**src/rtl/flag_branch_unit.sv**
```systemverilog
// flag_branch_unit
//   Holds the architectural {Z,V,N} flag register, updated from the ALU by
//   per-opcode write rules. Resolves conditional branches from ID against
//   those flags and issues a one-cycle PC redirect to fetch. A branch that
//   arrives while an older flag-writing instruction is still in flight
//   waits until the ALU retires something or the hazard clears.
//
// Ports
//   clk          in   system clock, all state on rising edge
//   rst_n        in   synchronous active-low reset
//   alu_valid    in   ALU result this cycle belongs to a retiring instruction
//   alu_opcode   in   ALU opcode (ADD SUB XOR RED SLL SRA ROR PADDSB)
//   alu_flags    in   {Z,V,N} produced by the ALU this cycle
//   flag_pend    in   an older flag writer has not yet reached the ALU
//   br_valid     in   branch request from ID
//   br_ready     out  unit accepts a branch this cycle
//   br_cond      in   condition code
//   br_target    in   taken address
//   br_fallthru  in   not-taken address (PC+2)
//   flags_q      out  architectural {Z,V,N}
//   redirect     out  one-cycle pulse: load redirect_pc into PC
//   redirect_pc  out  next PC for the resolved branch
//   br_taken     out  resolved outcome, valid with redirect

module flag_branch_unit #(
  parameter int          PC_W        = 16,
  parameter logic [2:0]  RESET_FLAGS = 3'b000
) (
  input  logic            clk,
  input  logic            rst_n,
  input  logic            alu_valid,
  input  logic [2:0]      alu_opcode,
  input  logic [2:0]      alu_flags,
  input  logic            flag_pend,
  input  logic            br_valid,
  output logic            br_ready,
  input  logic [2:0]      br_cond,
  input  logic [PC_W-1:0] br_target,
  input  logic [PC_W-1:0] br_fallthru,
  output logic [2:0]      flags_q,
  output logic            redirect,
  output logic [PC_W-1:0] redirect_pc,
  output logic            br_taken
);

  typedef enum logic [1:0] {
    IDLE = 2'd0,
    WAIT = 2'd1,
    RESP = 2'd2
  } state_t;

  localparam logic [2:0] OP_ADD    = 3'b000;
  localparam logic [2:0] OP_SUB    = 3'b001;
  localparam logic [2:0] OP_XOR    = 3'b010;
  localparam logic [2:0] OP_SLL    = 3'b100;
  localparam logic [2:0] OP_SRA    = 3'b101;
  localparam logic [2:0] OP_ROR    = 3'b110;
  localparam logic [2:0] CC_UNCOND = 3'b111;

  state_t            r_state;
  state_t            w_nextState;
  logic [2:0]        r_flags;
  logic [2:0]        r_cond;
  logic [PC_W-1:0]   r_target;
  logic [PC_W-1:0]   r_fallthru;
  logic              r_taken;
  logic [PC_W-1:0]   r_redirectPc;

  logic [2:0]        w_effFlags;
  logic [2:0]        w_selCond;
  logic [PC_W-1:0]   w_selTarget;
  logic [PC_W-1:0]   w_selFallthru;
  logic              w_taken;
  logic              w_resolve;
  logic              w_capture;

  // Flags are {Z,V,N}: bit 2 is Z, bit 1 is V, bit 0 is N.
  function automatic logic condMet(input logic [2:0] cond, input logic [2:0] f);
    logic z, v, n;
    z = f[2];
    v = f[1];
    n = f[0];
    case (cond)
      3'b000:  condMet = !z;
      3'b001:  condMet = z;
      3'b010:  condMet = !z && !n;
      3'b011:  condMet = n;
      3'b100:  condMet = z || (!z && !n);
      3'b101:  condMet = z || n;
      3'b110:  condMet = v;
      default: condMet = 1'b1;
    endcase
  endfunction

  // Effective flags: the register value with this cycle's ALU write applied,
  // so a branch resolving alongside a flag writer sees the new flags.
  always_comb begin
    w_effFlags = r_flags;
    if (alu_valid) begin
      case (alu_opcode)
        OP_ADD, OP_SUB:                 w_effFlags = alu_flags;
        OP_XOR, OP_SLL, OP_SRA, OP_ROR: w_effFlags = {alu_flags[2], r_flags[1:0]};
        default:                        w_effFlags = r_flags;
      endcase
    end
  end

  // In WAIT the branch comes from the captured copy; otherwise straight from ID.
  always_comb begin
    w_selCond     = (r_state == WAIT) ? r_cond     : br_cond;
    w_selTarget   = (r_state == WAIT) ? r_target   : br_target;
    w_selFallthru = (r_state == WAIT) ? r_fallthru : br_fallthru;
    w_taken       = condMet(w_selCond, w_effFlags);
  end

  // Next-state and handshake logic. Unconditional branches never wait since
  // they do not depend on the flags.
  always_comb begin
    w_nextState = r_state;
    br_ready    = 1'b0;
    w_resolve   = 1'b0;
    w_capture   = 1'b0;
    case (r_state)
      IDLE: begin
        br_ready = 1'b1;
        if (br_valid) begin
          if (!flag_pend || (br_cond == CC_UNCOND)) begin
            w_resolve   = 1'b1;
            w_nextState = RESP;
          end else begin
            w_capture   = 1'b1;
            w_nextState = WAIT;
          end
        end
      end
      WAIT: begin
        if (alu_valid || !flag_pend) begin
          w_resolve   = 1'b1;
          w_nextState = RESP;
        end
      end
      RESP: begin
        w_nextState = IDLE;
      end
      default: begin
        w_nextState = IDLE;
      end
    endcase
  end

  // State, flag register and the registered branch result. Flag writes go on
  // in every state; branch activity never blocks them.
  always_ff @(posedge clk) begin
    if (!rst_n) begin
      r_state      <= IDLE;
      r_flags      <= RESET_FLAGS;
      r_cond       <= 3'b000;
      r_target     <= '0;
      r_fallthru   <= '0;
      r_taken      <= 1'b0;
      r_redirectPc <= '0;
    end else begin
      r_state <= w_nextState;
      r_flags <= w_effFlags;
      if (w_capture) begin
        r_cond     <= br_cond;
        r_target   <= br_target;
        r_fallthru <= br_fallthru;
      end
      if (w_resolve) begin
        r_taken      <= w_taken;
        r_redirectPc <= w_taken ? w_selTarget : w_selFallthru;
      end
    end
  end

  assign flags_q     = r_flags;
  assign redirect    = (r_state == RESP);
  assign redirect_pc = r_redirectPc;
  assign br_taken    = r_taken;

endmodule

```
**config.mk**
```make
export PLATFORM = sky130hd
export DESIGN_NAME = flag_branch_unit
export DESIGN_NICKNAME = d
export VERILOG_FILES = /design/src/rtl/flag_branch_unit.sv
export SDC_FILE = /design/constraint.sdc
export NUM_CORES = 1
export LEC_CHECK = 0
export CAP_MARGIN = 25
export CORE_MARGIN = 1
export CORE_UTILIZATION = 50
export CTS_CLUSTER_DIAMETER = 150
export CTS_CLUSTER_SIZE = 30
export DETAILED_ROUTE_END_ITERATION = 6
export GPL_TIMING_DRIVEN = 0
export PLACE_DENSITY_LB_ADDON = 0.08
export SLEW_MARGIN = 40
export SYNTH_ARGS = -nofsm -noshare
export SYNTH_HDL_FRONTEND = slang
export SYNTH_SLANG_ARGS = --single-unit
```
**constraint.sdc**
```tcl
create_clock -name clk -period 2.5 [get_ports clk]
set_input_delay 0.25 -clock clk [delete_from_list [all_inputs] [get_ports clk]]
set_output_delay 0.25 -clock clk [all_outputs]
set_load 0.02 [all_outputs]
```
# After elaboration in Yosys (flattened, before gate mapping)
# Index checks and enable logic that the tools add are counted.
word_totals:
  reg_bits: 57
  output_inout_bits: 22
  input_bits: 46
classes:
  n_reduce_logical: 14
  muxes: 19
  n_eq_ne: 16
ops:
  columns: ["operator", "count"]
  rows:
  - ["$mux W16", 3]
  - ["$eq A3 B3 Y1 const B", 7]
  - ["$eq A3 B2 Y1 const B", 3]
  - ["$mux W1", 7]
  - ["$pmux W1 S7", 1]
  - ["$eq A3 B1 Y1 const B", 2]
  - ["$logic_not A3 Y1", 2]
  - ["$mux W2", 3]
  - ["$mux W3", 2]
  - ["$pmux W3 S2", 1]
  - ["$logic_or A1 B1 Y1", 4]
  - ["$pmux W2 S2", 1]
  - ["$reduce_or A4 Y1", 1]
  - ["$logic_not A1 Y1", 3]
  - ["$eq A2 B1 Y1 const B", 1]
  - ["$eq A2 B2 Y1 const B", 1]
  - ["$logic_not A2 Y1", 1]
  - ["$ne A2 B1 Y1 const B", 1]
  - ["$ne A2 B2 Y1 const B", 1]
  - ["$pmux W1 S2", 1]
  - ["$reduce_and A2 Y1", 1]
  - ["$reduce_or A2 Y1", 1]
  - ["$logic_and A1 B1 Y1", 1]

# Logic depth before layout (Yosys ltp)
# Gate-level depths: netlist (run 1).
depth:
  ltp_word: 9
  ltp_mapped: 10

# Worst setup path after synthesis (run 1)
# No wires, ideal clock.
synth_path:
  path_type: "reg2reg"
  startpoint: "register r_state[1]"
  endpoint: "register r_redirectPc[0] (netlist: redirect_pc[0])"
  setup_slack_ns: 0.258
  setup_ns: 0.130
  t_arrival_ns: 2.112
  stages_incl_launch_ff: 11
  required_ns: 2.370
  cell_sequence: "dfxtp_1 > nand2b_1 > buf_6 > mux2_4 > or3_1 > buf_2 > and3_1 > buf_6 > buf_6 > a211oi_2 > o31ai_1"
synth_between:
  elab_chain_cells: 5
  elab_cells_between_ends: 15
  cone_classes: "7 x eq/ne; 6 x mux; 2 x reduce/logical"
synth_lines:
  columns: ["element", "line", "source"]
  rows:
  - ["from (decl)", "60", "state_t r_state;"]
  - ["from (signal assigned)", "163", "r_state <= w_nextState;"]
  - ["$eq A2 B1 Y1", null, null]
  - ["$mux W3", "110", "w_selCond = (r_state == WAIT) ? r_cond : br_cond;"]
  - ["$eq A3 B3 Y1, or another cell as far along", "83", "case (cond)"]
  - ["$pmux W1 S7", "83", null]
  - ["$mux W16", "172", "r_redirectPc <= w_taken ? w_selTarget : w_selFallthru;"]
  - ["to (signal assigned)", "172", null]
  - ["to (decl)", "67", "logic [PC_W-1:0] r_redirectPc;"]
# Parallel ways exist; a longest one is shown, timed or not.
# A chain may end at the register's enable or synchronous reset.

# Worst setup path in the final report (run 1)
layout_path:
  startpoint: "register r_state[1]"
  endpoint: "register r_redirectPc[3] (netlist: redirect_pc[3])"
# The elaborated chain is that of the path after synthesis.

==> results of run 1 <==
-- placed cells by master, fill, tap and decap left out, drive strengths merged --
cell type      count
buf                7
clkinv             2
mux2i             21
clkdlybuf4s50     67
a21oi              2
and2               1
bufinv             1
mux2              18
a221oi             1
inv                2
o21ai              2
a21boi            37
nor3b              2
clkbuf            36
nand4b             1
and4               1
o31ai             16
o2bb2ai           16
nor2b              5
a211oi            16
a31oi              1
nand3              2
nor2               2
or3                1
nand4             17
nand2             87
nand2b             2
and3               1
dfxtp             57
o21a               3
-- metal layers --
| layer | vias to the layer above | share of wire | global-route usage |
|---|---|---|---|
| met4 | 0 | 0.024 | 0.123 |
| li1 | 1401 | - | - |
| met2 | 86 | 0.47 | 0.439 |
| met3 | 17 | 0.054 | 0.0400 |
| met5 | - | 0 | 0 |
| met1 | 1315 | 0.45 | 0.351 |
-- worst max-delay path: stages (launching register included) --
cell and delay [ns]:
dfxtp_2 0.33, nand2b_1 0.15, buf_6 0.14, mux2_4 0.34
or3_1 0.36, clkbuf_4 0.18, and3_1 0.19, buf_6 0.13
buf_6 0.15, a211oi_2 0.22, o31ai_1 0.09
-- area by class of cell --
cell class,instances,area [um2],area share
Multi-Input combinational cell,255,1750,0.436
Clock inverter,3,40.0,0.00996
Clock buffer,12,155,0.0386
Buffer,29,145,0.0361
Inverter,2,7.51,0.00187
Tap cell,72,90.1,0.0224
Timing Repair Buffer,69,686,0.171
Sequential cell,57,1140,0.284
-- sequential cells by signal, summed over array words and instances (netlist names) --
name,flops
flags_q,3
r_fallthru,16
redirect_pc,16
r_state,2
r_target,16
r_cond,3
br_taken,1
-- kinds of logic (layout without fill, tap and decap cells) --
group / Yosys count / in the layout / share of synthesized area
muxes: 39 / 39 / 0.138
DFF: 57 / 57 / 0.378
buffers and inverters: 32 / 115 / 0.0484
and+or+nand+nor: 122 / 122 / 0.182
AOI/OAI and AO/OA: 94 / 94 / 0.254
-- what timing repair did --
action	4_1_cts	5_1_grt
setup endpoints to repair	5	17
gates resized for setup	2	14
setup buffers	0	2
-- stage by stage --
stage	power (mW)	hold slack [ns]	instances	utilization	setup slack, ns
after floorplan	1.34	0.395	344	-	0.258
after global placement	1.56	0.445	483	0.666	-0.304
after detailed placement	1.57	0.453	483	0.666	-0.352
after CTS	2.43	0.464	498	0.702	0.0150
after global routing	2.53	0.481	499	0.708	-0.0123
final	2.43	0.461	499	0.708	0.0861
-- power breakdown --
group          total, mW  internal, mW  leakage (nW)  switching [mW]
sequential          1.00         0.969         0.466          0.0340
combinational      0.568         0.269         0.939           0.299
clock              0.863         0.506         0.102           0.357
total               2.43          1.74          1.51           0.690
-- path summary, 6_finish.rpt --
check / end / slack [ns]
worst max-delay path: redirect_pc[3]$_SDFFE_PN0P_ / 0.09
worst max register to register: redirect_pc[3]$_SDFFE_PN0P_ / 0.09
worst min register to register: r_target[1]$_SDFFE_PN0P_ / 0.46
worst min-delay path: r_target[1]$_SDFFE_PN0P_ / 0.46
==> impl_metrics.tcl, run 1 <==
set metrics [dict create \
    status "finished, final reports clean" \
    grt_start_max_net_pins 11 \
    cp-start-kind "flop" \
    yosys.area.top_type "dfxtp_1" \
    dp_hpwl_um 5890 \
    syn-num-nets 390 \
    finClkSkew_ns 0.0102 \
    async_reset_ff_frac 0 \
    worst_hold_startpoint "r_target[1]$_SDFFE_PN0P_" \
    drt_first_pass_iters 4 \
    final_hold_viol_count 0 \
    path_max_fanout 10 \
    syn_area_per_cell_um2 8.78 \
    routed_wl_um 8120 \
    drt-initial-drc-count 193 \
    crit_type "reg2reg" \
    max-vdd-ir-drop_v 0.000412 \
    reg2regPathDepth 10 \
    syn_to_final_growth_pct 33.0 \
    fin_setup_tns_ns 0 \
    yosysWarnings 0 \
    fin_area_um2 4020 \
    h-tree-depth 3 \
    synth_cell_types 33 \
    die_area_um2 6360 \
    start_util 0.532 \
    startpoint "r_state[1]$_SDFFE_PN0P_" \
    post-synth-top-count-cell "nand2_1" \
    cts.clk_slew.worst_paths_ns 0.06 \
    vias 2819 \
    finalSetupViolCount 0 \
    synth_edf_count 0 \
    die-width_um 79.7 \
    power.leakage_nw 1.51 \
    wl_per_cell_um 16.3 \
    ioPinCount 68 \
    final_nets 469 \
    antenna_found_initial 0 \
    io_buffers 67 \
    synth_area_um2 3020 \
    cts_buffer_depth 2 \
    ys_seq_area_frac 0.378 \
    maxCapViolations 0 \
    cts_tree "done" \
    tightestPinTransition_ns 0.762 \
    drc 0 \
    drive_gt1_frac 0.143 \
    cp_data_arrival_time_ns 2.62 \
    synth_top_area_share 0.378 \
    synthCells 344 \
    clock_latency_ns 0.34 \
    postPlaceCellArea_um2 3780 \
    fillerInstances 486 \
    n_antenna_cell 0 \
    period_needed_ns 2.41 \
    cp-end-kind "flop" \
    required_ns 2.71 \
    whs_path_depth 2 \
    grt.overflow.total 0 \
    grt_pass1_wl_um 12900 \
    numCtsBuffers 9 \
    ctsHoldBuffers 0 \
    cts.sinks 57 \
    routabilityCongestion 0.856 \
    synth-seq-cells 57 \
    p_per_area_nw_per_um2 605 \
    finalMaxSlewViolations 0 \
    fmax_mhz 414 \
    grt_usage 0.270 \
    core_um2 5680 \
    synth_area_leaders "dfxtp_1, nand2_1, a21boi_0" \
    grt_pass1_vias 2579 \
    r2r-start "r_state[1]$_SDFFE_PN0P_" \
    ant_nets 0 \
    rows 27 \
    die-height_um 79.7 \
    min_period_over_period 0.966 \
    vias_per_cell 5.65 \
    synthTopCellsByCount "nand2_1, dfxtp_1, a21boi_0" \
    slew-limit-headroom 0.478 \
    root_buffer "clkbuf_8" \
    hold_path_class "reg2reg" \
    synth_flop_cell "dfxtp_1" \
]
Note: power is estimated with default switching activity, not from simulation.
==> inputs of run 2 (changes only) <==
--- a/config.mk
+++ b/config.mk
@@ -6,13 +6,13 @@
 export NUM_CORES = 1
 export LEC_CHECK = 0
 export CAP_MARGIN = 25
-export CORE_MARGIN = 1
+export CORE_MARGIN = 2
 export CORE_UTILIZATION = 50
 export CTS_CLUSTER_DIAMETER = 150
 export CTS_CLUSTER_SIZE = 30
 export DETAILED_ROUTE_END_ITERATION = 6
 export GPL_TIMING_DRIVEN = 0
-export PLACE_DENSITY_LB_ADDON = 0.08
+export PLACE_DENSITY = 0.8
 export SLEW_MARGIN = 40
 export SYNTH_ARGS = -nofsm -noshare
 export SYNTH_HDL_FRONTEND = slang
==> impl_metrics.tcl, run 2 (same netlist as run 1, synthesis figures left out) <==
set metrics [dict create \
    grt_pass1_wl_um 12700 \
    tightestPinTransition_ns 0.834 \
    status "finished, final reports clean" \
    h-tree-depth 3 \
    wl_per_cell_um 15.8 \
    dp_hpwl_um 5860 \
    layout.cells.non_filler 503 \
    grt_usage 0.252 \
    clock_latency_ns 0.33 \
    final_nets 470 \
    finClkSkew_ns 0.00778 \
    die_area_um2 6680 \
    reg2reg_slack_ns 0.1 \
    fmax_mhz 416 \
    path_max_fanout 10 \
    vias 2813 \
    min_period_over_period 0.960 \
    dp.cells 486 \
    hold_path_class "reg2reg" \
    root_buffer "clkbuf_8" \
    cts.clk_slew.worst_paths_ns 0.06 \
    final_cell_mix "nand2_1, clkdlybuf4s50_1, dfxtp_1" \
    slew-limit-headroom 0.428 \
    antenna_found_initial 0 \
    cts_buffer_depth 2 \
    cp_data_arrival_time_ns 2.60 \
    place_worst_setup_slack_ns -0.308 \
    p_per_area_nw_per_um2 571 \
    setup_ws_ns 0.0989 \
    io_buffers 67 \
    crit_type "reg2reg" \
    ant_nets 0 \
    n_antenna_cell 0 \
    cp-start-kind "flop" \
    start_util 0.513 \
    drive_gt1_frac 0.143 \
    required_ns 2.70 \
    finalSetupViolCount 0 \
    routed.top_layer "met4" \
    finalMaxSlewViolations 0 \
    rows 28 \
    ctsHoldBuffers 0 \
    die-height_um 81.7 \
    drt-initial-drc-count 154 \
    routabilityCongestion 0.911 \
    power.leakage_nw 1.50 \
    grt.overflow.total 0 \
    fin_area_um2 4020 \
    route.met2.wl_um 3730 \
    die-width_um 81.7 \
    final_common_cell "nand2_1" \
    ioPinCount 68 \
    met3_length_um 435 \
    drc 0 \
    postPlaceCellArea_um2 3790 \
    syn_to_final_growth_pct 33.0 \
    whs_ns 0.461 \
    vias_per_cell 5.59 \
    cp-end-kind "flop" \
    wl_met1_um 3620 \
    rsz0062_at_grt "false" \
    grt_start_max_net_pins 11 \
    maxCapViolations 0 \
    routed_wl_um 7940 \
    final_hold_viol_count 0 \
    numCtsBuffers 9 \
    drt_first_pass_iters 4 \
    cts.sinks 57 \
    period_needed_ns 2.40 \
    cts_tree "done" \
    grt_pass1_vias 2600 \
    max-vdd-ir-drop_v 0.000341 \
    core_um2 5890 \
]
## run 2: cell types whose count changed in the layout (fill, tap and decap cells not counted), sizes merged
cell    previous run  this run
buf                7         9
bufinv             1         0
clkbuf            36        34
clkinv             2         4
## run 2: repair_timing
item,4_1_cts,5_1_grt
setup buffers,0,3
endpoints found under the setup margin,0,17
resized for setup,0,17
endpoints found under the hold margin,0,0
## run 2: final cells by class
| type | instances | area (um2) |
|---|---|---|
| inverter | 2 | 7.51 |
| clock inverter | 4 | 20.0 |
| sequential | 57 | 1140 |
| tap | 75 | 93.8 |
| buffer | 29 | 143 |
| fill | 501 | 1870 |
| timing repair buffer | 70 | 693 |
| clock buffer | 11 | 141 |
| multi-input combinational | 255 | 1780 |
## run 2: power breakdown
part	total, mW	internal, mW	switching (mW)
Clock	0.721	0.374	0.347
Sequential	0.999	0.969	0.0306
Combinational	0.574	0.272	0.302
Total	2.29	1.61	0.680
## run 2: critical path, cell delays in order, from the launching register on
cell,delay (ns)
dfxtp_2,0.33
nand2b_1,0.14
buf_6,0.14
mux2_4,0.34
or3_1,0.35
buf_2,0.17
and3_1,0.20
buf_6,0.13
buf_6,0.15
a211oi_2,0.23
o31ai_1,0.08
## run 2: metrics by stage
| stage | TNS [ns] | util | total power [mW] |
|---|---|---|---|
| floorplan | 0 | - | 1.34 |
| global placement | -3.88 | 0.643 | 1.56 |
| detailed placement | -4.64 | 0.643 | 1.57 |
| CTS | 0 | 0.671 | 2.29 |
| global route | 0 | 0.683 | 2.41 |
| finish | 0 | 0.683 | 2.29 |
## run 2: path summary, 6_finish.rpt
| check | startpoint | endpoint | cells past startpoint |
|---|---|---|---|
| hold reg to reg | redirect_pc[12]$_SDFFE_PN0P_ | redirect_pc[12]$_SDFFE_PN0P_ | 2 |
| setup reg to reg | r_state[1]$_SDFFE_PN0P_ | redirect_pc[4]$_SDFFE_PN0P_ | 10 |
| hold / removal | redirect_pc[12]$_SDFFE_PN0P_ | redirect_pc[12]$_SDFFE_PN0P_ | 2 |
| setup / recovery | r_state[1]$_SDFFE_PN0P_ | redirect_pc[4]$_SDFFE_PN0P_ | 10 |
## run 2: routing by layer
| layer | vias to the layer above | track usage |
|---|---|---|
| li1 | 1407 | - |
| met1 | 1319 | 0.334 |
| met2 | 75 | 0.407 |
| met3 | 12 | 0.0462 |
| met4 | 0 | 0.0950 |
| met5 | - | 0 |
==> edit 1, RTL diff (flow settings as in run 2) <==
Encoding of `state_t`: now one-hot (3 bits for 3 states).
--- a/src/rtl/flag_branch_unit.sv
+++ b/src/rtl/flag_branch_unit.sv
@@ -43,10 +43,10 @@
   output logic            br_taken
 );
 
-  typedef enum logic [1:0] {
-    IDLE = 2'd0,
-    WAIT = 2'd1,
-    RESP = 2'd2
+  typedef enum logic [2:0] {
+    IDLE = 3'b001,
+    WAIT = 3'b010,
+    RESP = 3'b100
   } state_t;
 
   localparam logic [2:0] OP_ADD    = 3'b000;
Check against the original RTL: no difference found for any inputs over 10 cycles, from zero or initial values and one cycle with rst_n low; not proved beyond that.
==> edit 1 against run 2 <==
Area after synthesis grew 0.54%; wire length shrank 4.0%; synthesized cell count shrank 4.7%; sequential cell count grew 1; setup slack gained 33 ps; power shrank 6.6%; design area shrank 2.0%; clock skew grew 0.54 ps; critical path type is now input port to register; critical endpoint is now redirect_pc[11].
==> edit 1: results <==
group,metric,value,unit
finish,drive_gt1_share,9.58,%
global_route,grt_pass1_wl,11800,um
worst_setup_path,critPathArrivalTime,2630,ps
worst_setup_path,cp_slowest_stage_delay,590,ps
status,status,"completed",
clocking,cts_resized,0,
worst_hold_path,worstHoldStart,"br_cond[1]",
clocking,clkTransAtPathRegs,60,ps
global_route,antenna_found_initial,0,
route,drt-initial-drc-count,140,
route,vias,2708,
yosys,ys_seq_area_share,38.2,%
timing,tightest_slew,828,ps
route,dr.pass1.iters,5,
finish,finalNetCount,451,
clocking,cts_setup_buffers,0,
global_route,grt_usage,23.4,%
clocking,htree_levels,3,
pwr,ir_drop,0.347,mV
yosys,yosys-top-cells-count,"60 x mux2i_1, 58 x dfxtp_1, 58 x nand2_1",
worst_setup_path,crit_path_top_delay_cell,"clkdlybuf4s50_1",
yosys,synth.area.top_cells,"dfxtp_1 38%, mux2i_1 20%, nor2b_1 8.2%",
placed_design,hpwl,5520,um
placed_design,globalplace.congestion,0.804,
placed_design,place_area,0.00379,mm2
pwr,p_leak,1.78,nW
worst_hold_path,min_path_type,"input port to register",
global_route,grt_pass1_vias,2498,
timing,setup_viol,0,
worst_setup_path,critPathTopFamily,"buffers and inverters",
timing,fin_skew,8.32,ps
clocking,cts_buffers,9,
yosys,synth-main-ff-cell,"dfxtp_1",
worst_setup_path,cp_max_fo,10,
clocking,worstSkewPairLatency,340,ps
clocking,cts_buffer_depth,2,
worst_setup_path,worstSetupStartpoint,"br_cond[2]",
worst_setup_path,crit-reg2reg-launch,"r_state[1]",
yosys,ys_types,39,
finish,diodes,0,
yosys,yosysWarnings,0,
yosys,synth-async-reset-ratio,0,%
clocking,cts_root_buf,"clkbuf_8",
placed_design,io_buffers,66,
route,wl_per_cell,15.8,um
global_route,grt_start_max_net_pins,11,
yosys,synthesis.nets,374,
run,maxCapViolCount,0,
[edit 1: cell count changes after synthesis, sizes merged, moves of 17 or more]
cell,run 2,this run
nor2b,5,40
a32oi,0,17
nand4,17,0
a21boi,37,2
mux2i,21,60
mux2,18,1
nand2,87,59
[edit 1: path summary, 6_finish.rpt]
kind / slack, ps / end / depth (start not counted)
min reg2reg: 490 / redirect_pc[15] / 2
max reg2reg: 150 / redirect_pc[1] / 7
min: 290 / r_cond[1] / 3
max: 130 / redirect_pc[11] / 8
[edit 1: routing by layer]
metal / global-route usage, % / vias to the layer above / wire length (um)
met2: 37.4 / 98 / 3670
met4: 9.83 / 0 / 138
met5: 0 / - / 0
li1: - / 1311 / -
met3: 4.51 / 13 / 460
met1: 30.8 / 1286 / 3350
[edit 1: cells by family after synthesis]
| logic type | count (synthesis) | synth area share, % |
|---|---|---|
| and+or+nand+nor | 136 | 23.0 |
| muxes | 61 | 20.1 |
| DFF | 58 | 38.2 |
| AOI/OAI and AO/OA | 46 | 14.0 |
| buffers and inverters | 25 | 4.08 |
| xor gates and xnor gates | 2 | 0.577 |
[edit 1: per-stage QoR]
step           setup TNS [ps]  total power [mW]  cells  worst slack (ps)
6_report                    0              2.14    482               132
5_1_grt                     0              2.24    482              6.25
2_1_floorplan               0              1.28    328               421
3_3_place_gp            -3240              1.47    469              -255
3_5_place_dp            -3570              1.48    469              -280
4_1_cts                     0              2.15    482              81.1
[edit 1: report_power, final]
| part | internal [mW] | switching (mW) | total (mW) |
|---|---|---|---|
| combinational | 0.224 | 0.220 | 0.444 |
| clock | 0.342 | 0.338 | 0.680 |
| sequential | 0.981 | 0.0363 | 1.02 |
[edit 1: area by class of cell]
type,instances,area [um2]
Multi-Input combinational cell,245,1760
Buffer,23,118
Clock inverter,1,5.00
Fill cell,504,1950
Timing Repair Buffer,66,661
Tap cell,75,93.8
Sequential cell,58,1160
Clock buffer,12,135
Inverter,2,7.51
[edit 1: worst min-delay path: cells and delay by family]
kind | cells | cell delay (ps)
simple gates | 1 | 100
buf+inv | 1 | 160
mux | 1 | 90
==> edit 2, RTL diff (flow settings as in run 2) <==
Without the edit above. Set the parameter `PC_W` to 20 (it was 16).
--- a/src/rtl/flag_branch_unit.sv
+++ b/src/rtl/flag_branch_unit.sv
@@ -23,7 +23,7 @@
 //   br_taken     out  resolved outcome, valid with redirect
 
 module flag_branch_unit #(
-  parameter int          PC_W        = 16,
+  parameter int          PC_W        = 20,
   parameter logic [2:0]  RESET_FLAGS = 3'b000
 ) (
   input  logic            clk,
Interface: changed (resized br_fallthru, br_target and redirect_pc); port bits go from 68 to 80. No check against the original RTL was run, so the function may have changed too.
==> edit 2 against run 2 <==
Utilization shrank 1.4 points; power grew 24%; sequential cell count grew 12; design area grew 20%; area after synthesis grew 22%; non-clock buffer count grew 19; setup slack gained 48 ps; wire length grew 20%.
==> edit 2: results <==
group,metric,value,unit
worst_setup_path,critPathTopFamily,"compound AO/OA/AOI/OAI gates",
global_route,grt_start_max_net_pins,12,
placed_design,globalplace.congestion,0.835,
clocking,cts_buffer_depth,2,
clocking,clkTransAtPathRegs,70,ps
yosys,synth.area.top_cells,"dfxtp_1 37%, nand2_1 11%, a21boi_0 9.0%",
finish,drive_gt1_share,13.9,%
route,dr_wl_met3,386,um
yosys,yosysWarnings,0,
route,viasPerCell,5.50,
route,highest_layer,"met4",
worst_hold_path,min_path_type,"register to register",
worst_setup_path,cp_slowest_stage_delay,380,ps
worst_setup_path,crit_path_top_delay_cell,"clkbuf_1",
yosys,ys_seq_area_share,37.4,%
finish,diodes,0,
finish,finalNetCount,560,
yosys,ys_types,34,
timing,fin_skew,8.06,ps
yosys,avgSynthCellArea,8.87,um2
global_route,grt_usage,23.9,%
finish,fillerInstances,622,
placed_design,placed_cells,594,
clocking,cts_buffers,9,
yosys,synth_edf_count,0,
timing,setup_tns,0,ps
clocking,worstSkewPairLatency,350,ps
placed_design,hpwl,7250,um
route,dr.pass1.iters,5,
clocking,cts_setup_buffers,0,
status,status,"completed",
clocking,htree_levels,3,
pwr,ir_drop,0.303,mV
yosys,synth-async-reset-ratio,0,%
clocking,cts_resized,0,
yosys,synthesis.nets,470,
global_route,antenna_found_initial,0,
route,drt-initial-drc-count,143,
worst_setup_path,cp_max_fo,10,
yosys,yosys-top-cells-count,"107 x nand2_1, 69 x dfxtp_1, 44 x a21boi_0",
global_route,grt_pass1_wl,15800,um
clocking,cts_root_buf,"clkbuf_8",
route,vias,3356,
placed_design,io_buffers,79,
worst_setup_path,critPathArrivalTime,2570,ps
route,routed_wirelength,9510,um
pwr,p_leak,1.76,nW
route,drt-met1-wl,4420,um
route,remaining_drc_errors,0,
route,met2_length,4570,um
global_route,grt_pass1_vias,3275,
placed_design,place_ws,-265,ps
timing,tightest_slew,717,ps
yosys,synth-main-ff-cell,"dfxtp_1",
placed_design,place_area,0.00460,mm2
[edit 2: changes by cell type in the layout (fill, tap and decap cells not counted), moves of 5 or more]
cell,change
clkbuf_1,+9
buf_2,+5
a211oi_1,-6
a21boi_0,+7
dfxtp_1,+13
a211oi_2,+10
nand2_1,+20
clkdlybuf4s50_1,+12
[edit 2: layer usage]
metal,vias to the layer above,global-route usage [%]
met5,-,0
met4,0,8.33
met3,12,3.77
met2,80,40.0
met1,1590,31.6
li1,1674,-
[edit 2: final cells by class]
| type | instances | area [um2] | area share, % |
|---|---|---|---|
| Clock buffer | 13 | 169 | 3.50 |
| Inverter | 2 | 7.51 | 0.156 |
| Sequential cell | 69 | 1380 | 28.6 |
| Multi-Input combinational cell | 306 | 2140 | 44.3 |
| Buffer | 39 | 171 | 3.55 |
| Clock inverter | 3 | 42.5 | 0.882 |
| Timing Repair Buffer | 79 | 791 | 16.4 |
| Tap cell | 99 | 124 | 2.57 |
[edit 2: path summary, 6_finish.rpt]
check                                     start              end  slack, ps  depth (start not counted)
worst max register to register       r_state[1]   redirect_pc[3]        150                          8
worst min-delay path            redirect_pc[10]  redirect_pc[10]        460                          2
worst max-delay path                 r_state[1]   redirect_pc[3]        150                          8
worst min register to register  redirect_pc[10]  redirect_pc[10]        460                          2
[edit 2: logic make-up after synthesis]
kind of cell	count (synthesis)	synth area share (%)
AND/OR/NAND/NOR	145	17.7
AO/OA/AOI/OAI	114	26.3
flip-flops	69	37.4
multiplexers	47	13.7
buffers and inverters	41	4.82
[edit 2: power by group]
group / total (mW) / internal [mW] / leakage (nW) / switching [mW]
registers: 1.21 / 1.17 / 0.563 / 0.0396
clock network: 0.957 / 0.541 / 0.106 / 0.416
logic: 0.683 / 0.323 / 1.09 / 0.360
